File: config.mk
export PLATFORM = sky130hd
export DESIGN_NAME = master_out_port
export DESIGN_NICKNAME = d
export VERILOG_FILES = /design/src/rtl/master_out_port.sv
export SDC_FILE = /design/constraint.sdc
export NUM_CORES = 1
export LEC_CHECK = 0
export BUFFER_PORTS_ARGS = -buffer_cell sky130_fd_sc_hd__buf_2
export CAP_MARGIN = 20
export CORE_UTILIZATION = 50
export CTS_CLUSTER_DIAMETER = 40
export DETAILED_ROUTE_END_ITERATION = 8
export GPL_TIMING_DRIVEN = 0
export PLACE_DENSITY_LB_ADDON = 0.15
export SYNTH_ARGS = -nofsm -noshare
export SYNTH_HDL_FRONTEND = slang
export SYNTH_SLANG_ARGS = --single-unit
File: constraint.sdc
create_clock -name clk -period 2.5 [get_ports clk]
set_input_delay 0.125 -clock clk [delete_from_list [all_inputs] [get_ports clk]]
set_output_delay 0.125 -clock clk [all_outputs]
set_load 0.03 [all_outputs]
File: src/rtl/master_out_port.sv
// -----------------------------------------------------------------------------
// master_out_port
//
// Serial transmit master. A transfer is launched by `start` while idle. The
// block then requests the receiver with `master_valid` until the receiver
// answers with `slave_ready`. After that it shifts the captured address out
// LSB first on `tx_address`, one bit per clock. On writes it also shifts the
// captured data out LSB first on `tx_data`, alongside address bits
// 0..DATA_WIDTH-1. A single `tx_done` pulse closes the transfer.
//
// Moore FSM: IDLE -> REQ -> SEND (ADDR_WIDTH cycles) -> DONE -> IDLE.
// Every output is a register. Its value is decoded from the next state and
// next counter, so each output changes on the same edge as the state.
//
// Ports
//   clk           in   single clock; all state changes on its rising edge
//   reset         in   asynchronous, active-high reset
//   start         in   launch request, sampled only in IDLE
//   wr            in   1 = write (data serialized), 0 = read (tx_data held 0)
//   addr_in       in   [ADDR_WIDTH-1:0] address, captured when start is accepted
//   data_in       in   [DATA_WIDTH-1:0] data, captured when start is accepted
//   slave_ready   in   receiver ready; handshake = master_valid & slave_ready
//   master_valid  out  request to the receiver, high only in REQ
//   tx_address    out  serial address line, LSB first
//   tx_data       out  serial data line, LSB first
//   busy          out  high in every state except IDLE
//   tx_done       out  one-cycle completion pulse
// -----------------------------------------------------------------------------
module master_out_port #(
    parameter int ADDR_WIDTH = 12,
    parameter int DATA_WIDTH = 8     // must not exceed ADDR_WIDTH
) (
    input  logic                  clk,
    input  logic                  reset,
    input  logic                  start,
    input  logic                  wr,
    input  logic [ADDR_WIDTH-1:0] addr_in,
    input  logic [DATA_WIDTH-1:0] data_in,
    input  logic                  slave_ready,
    output logic                  master_valid,
    output logic                  tx_address,
    output logic                  tx_data,
    output logic                  busy,
    output logic                  tx_done
);

    localparam int CNT_W = (ADDR_WIDTH > 1) ? $clog2(ADDR_WIDTH) : 1;
    localparam logic [CNT_W-1:0] LAST_BIT = CNT_W'(ADDR_WIDTH - 1);

    typedef enum logic [1:0] {
        IDLE = 2'd0,
        REQ  = 2'd1,
        SEND = 2'd2,
        DONE = 2'd3
    } state_t;

    state_t                state;
    state_t                state_next;
    logic [CNT_W-1:0]      cnt;
    logic [CNT_W-1:0]      cnt_next;
    logic [ADDR_WIDTH-1:0] addr_shadow;
    logic [ADDR_WIDTH-1:0] addr_shadow_next;
    // The data shadow is stored zero-extended to the address width. Address
    // bits above DATA_WIDTH then read as 0 on tx_data without a separate
    // range compare.
    logic [ADDR_WIDTH-1:0] data_shadow;
    logic [ADDR_WIDTH-1:0] data_shadow_next;
    logic                  wr_shadow;
    logic                  wr_shadow_next;

    logic                  master_valid_next;
    logic                  tx_address_next;
    logic                  tx_data_next;
    logic                  busy_next;
    logic                  tx_done_next;

    // -------------------------------------------------------------------------
    // Next-state, counter and shadow-capture logic
    // -------------------------------------------------------------------------
    always_comb begin
        // NOTE: every signal gets a default before the case statement, so no
        // path leaves one unassigned and no latch is inferred.
        state_next       = state;
        cnt_next         = cnt;
        addr_shadow_next = addr_shadow;
        data_shadow_next = data_shadow;
        wr_shadow_next   = wr_shadow;

        unique case (state)
            IDLE: begin
                if (start) begin
                    addr_shadow_next = addr_in;
                    data_shadow_next = ADDR_WIDTH'(data_in);
                    wr_shadow_next   = wr;
                    state_next       = REQ;
                end
            end
            REQ: begin
                // Wait for the receiver with no timeout.
                if (slave_ready) begin
                    state_next = SEND;
                    cnt_next   = '0;
                end
            end
            SEND: begin
                if (cnt == LAST_BIT) begin
                    state_next = DONE;
                end else begin
                    cnt_next = cnt + CNT_W'(1);
                end
            end
            DONE: begin
                state_next = IDLE;
                cnt_next   = '0;
            end
            default: begin
                state_next = IDLE;
                cnt_next   = '0;
            end
        endcase
    end

    // -------------------------------------------------------------------------
    // Output decode from the next state. The result is registered below, so
    // the outputs are Moore outputs that are glitch-free at the pins.
    // -------------------------------------------------------------------------
    always_comb begin
        master_valid_next = (state_next == REQ);
        busy_next         = (state_next != IDLE);
        tx_done_next      = (state_next == DONE);
        tx_address_next   = 1'b0;
        tx_data_next      = 1'b0;
        if (state_next == SEND) begin
            tx_address_next = addr_shadow_next[cnt_next];
            tx_data_next    = wr_shadow_next & data_shadow_next[cnt_next];
        end
    end

    // -------------------------------------------------------------------------
    // State, counter, shadow and output registers
    // -------------------------------------------------------------------------
    // NOTE: the shadow registers are cleared by reset like the control state.
    // A transfer aborted by reset then leaves no stale address or data behind.
    always_ff @(posedge clk or posedge reset) begin
        if (reset) begin
            state        <= IDLE;
            cnt          <= '0;
            addr_shadow  <= '0;
            data_shadow  <= '0;
            wr_shadow    <= 1'b0;
            master_valid <= 1'b0;
            tx_address   <= 1'b0;
            tx_data      <= 1'b0;
            busy         <= 1'b0;
            tx_done      <= 1'b0;
        end else begin
            // NOTE: non-blocking assignments. Every register samples the
            // pre-edge values, so ordering inside this block does not matter.
            state        <= state_next;
            cnt          <= cnt_next;
            addr_shadow  <= addr_shadow_next;
            data_shadow  <= data_shadow_next;
            wr_shadow    <= wr_shadow_next;
            master_valid <= master_valid_next;
            tx_address   <= tx_address_next;
            tx_data      <= tx_data_next;
            busy         <= busy_next;
            tx_done      <= tx_done_next;
        end
    end

endmodule

==> flow_metrics.py <==
metrics = {
    "finish": {
        "diodes": 0,
        "nNetsFinal": 209,
        "regArea_um2": 902.1,
        "area_growth_pct": 16.75,
        "nFillCells": 304,
        "layout_commonest_cell": "dfrtp_1",
        "mostFrequentLayoutCells": "dfrtp_1, buf_2, mux2_2",
        "drive_gt1_share_pct": 39.67,
        "fin_util_pct": 61.76,
        "multi_input_area_um2": 818.3,
    },
    "clock_tree": {
        "clkLatencyLatePin_ns": 0.33,
        "cts_tree": "done",
        "post_cts_buffers": 0,
        "clock_sinks": 36,
        "cts_buffer_depth": 2,
        "htree_levels": 2,
        "clock-root-buffer": "clkbuf_4",
        "clk_pin_slew_ns": 0.10,
        "cts_inserted_buffers": 5,
    },
    "detailed_routing": {
        "dr.pass1.iters": 4,
        "wl_um": 3305,
        "vias": 1241,
        "wire_per_inst_um": 14.37,
        "ant_nets": 0,
        "drc_errors": 0,
        "drt_iter0_drc": 38,
        "viasPerCell": 5.396,
    },
    "sta": {
        "hold_viol": 0,
        "fmax_mhz": 428.7,
        "holdWs_ns": 0.02824,
        "rsz0062_at_grt": "no",
        "setup_ws_ns": 0.1671,
        "period_needed_ns": 2.333,
        "slew_headroom_pct": 51.49,
        "setup_tns_ns": 0,
        "finalSetupViolCount": 0,
        "skew_ns": 0.005089,
        "min_period_over_period_pct": 93.32,
        "tightest_slew_ns": 0.7269,
        "slew_viol_final": 0,
    },
    "power": {
        "p_per_area_nw_per_um2": 1140,
        "p_leak_uw": 0.0009539,
        "irDropWorstVdd_uv": 536.4,
    },
    "floorplan": {
        "floorplan.die.width_um": 61.88,
        "pin_count": 30,
        "dieHeight_um": 61.88,
        "fp-row-count": 21,
        "initial_core_util_pct": 52.90,
        "coreArea_um2": 3390,
        "die_area_um2": 3829,
    },
    "setup_path": {
        "critPathMaxFanout": 10,
        "arrival_ns": 2.57,
        "critPathKind": "reg -> reg",
        "required_ns": 2.73,
        "endpoint_kind": "flop",
        "startpoint_type": "flop",
    },
    "placement": {
        "numPortBuffers": 29,
        "post-place-ws_ns": 0.1422,
        "dp_hpwl_um": 2504,
        "gp_congestion": 0.8326,
    },
    "run_status": {
        "status": "completed",
    },
    "grt": {
        "overflow": 0,
        "antenna_found_initial": 0,
        "grt_usage_pct": 20.60,
        "grt_pass1_vias": 1222,
        "grt_max_degree": 20,
        "grt_pass1_wl_um": 5630,
    },
    "synth": {
        "yosys_warnings": 0,
        "synthFlopType": "dfrtp_1",
        "synth_edf_count": 0,
        "muxShareOfSynthArea_pct": 14.93,
        "yosysUniqueCellTypes": 47,
        "ys_ff_latch": 36,
        "ys_async_sr_fraction_pct": 100.0,
        "synth-seq-area-share_pct": 50.24,
        "synth_area_per_cell_um2": 12.37,
        "synth-adder-area-share_pct": 0.6978,
        "synth_xor_area_share_pct": 0.4885,
        "synth_area_um2": 1793,
        "synthSimpleGateAreaFrac_pct": 14.45,
        "postSynthCellCount": 145,
        "syn-num-nets": 171,
        "synth_top_family_by_area": "compound AO/OA/AOI/OAI gates",
        "synth_compound_area_share_pct": 15.07,
    },
    "run": {
        "max_cap_violations": 0,
    },
    "worst_hold_path": {
        "min_path_type": "in -> reg",
    },
}
-- metal layers --
metal  vias up  global-route usage (%)  part of all wire [%]
met5         -                       0                     0
met4         0                   8.254                   1.4
met3         5                   5.797                   6.1
met2        39                   32.72                    49
met1       589                   26.69                    43
li1        608                       -                     -
-- cell usage after synthesis (all sizes together), types with 2 or more instances --
cell type  number  area [µm²]
nor3            5       36.29
mux2           22       247.7
o211a           2       20.02
or3             5       31.28
or2             2       15.02
nor2            6       30.03
buf             6       50.04
a21o            2       15.01
a211oi          3       27.52
a22o            2       17.52
a21oi           6       45.05
nand2b          4       25.02
nor2b           5       31.28
nand3           2       10.01
o211ai          5       37.54
dfrtp          36       900.9
inv             4       15.01
o21ai           7       35.03
a211o           2       17.52
mux2i           2       20.02
nand2           2       7.510
-- state kept, by name, indices dropped and copies added, names as in the netlist --
signal,count
addr_shadow,12
data_shadow,12
cnt,4
state,2
busy,1
master_valid,1
tx_address,1
tx_data,1
tx_done,1
wr_shadow,1
-- power breakdown --
part | switching, µW | internal (µW) | total (µW) | leakage, µW
clock network | 171 | 139 | 310 | 0.0000326
logic | 632 | 532 | 1160 | 0.000478
registers | 94.5 | 816 | 911 | 0.000443
-- area by class of cell --
| class | instances | share of cell area (%) |
|---|---|---|
| multi-input combinational | 98 | 39.09 |
| inverter | 5 | 1.136 |
| timing repair buffer | 31 | 8.727 |
| buffer | 6 | 2.391 |
| clock buffer | 8 | 2.809 |
| tap | 46 | 2.750 |
| sequential | 36 | 43.10 |
-- final timing paths --
check / slack [ns] / cells after the start / startpoint / to
max reg2reg: 0.17 / 8 / cnt[0]$_DFF_PP0_ / tx_data$_DFF_PP0_
min: 0.03 / 2 / addr_in[6] / addr_shadow[6]$_DFF_PP0_
max in group asynchronous: 1.50 / 4 / reset / cnt[0]$_DFF_PP0_
min reg2reg: 0.49 / 1 / addr_shadow[6]$_DFF_PP0_ / addr_shadow[6]$_DFF_PP0_
max: 0.17 / 8 / cnt[0]$_DFF_PP0_ / tx_data$_DFF_PP0_
min in group asynchronous: 0.46 / 3 / reset / addr_shadow[6]$_DFF_PP0_
-- stage by stage --
step | instances | total power, µW | instance area [µm²]
after detailed placement | 221 | 2087 | 2023
after CTS | 230 | 2405 | 2092
after floorplan | 145 | 1823 | 1793
final | 230 | 2386 | 2093
after global placement | 220 | 2040 | 1996
after global routing | 230 | 2568 | 2093
-- repair_timing --
item | in CTS | in global routing
setup endpoints to repair | 0 | 1
gates resized for setup | 0 | 2
hold buffers | 1 | 0
hold endpoints to repair | 17 | 0
-- cell families (layout without fill, tap and decap cells) --
family          after synthesis  in the layout
xor+xnor                      1              1
mux                          24             24
fa+ha+maj                     1              1
simple gates                 37             37
compound gates               35             35
flops                        36             36
buf+inv                      11             50
-- critical path, stage by stage, from the launching register on --
cell      delay (ns)
dfrtp_2         0.48
ha_1            0.29
nor4bb_4        0.19
o21a_4          0.26
nor2_4          0.29
clkinv_4        0.09
mux2i_1         0.13
o211a_1         0.22
nor4_2          0.29
No activity file was read; power rests on OpenSTA's default activity.
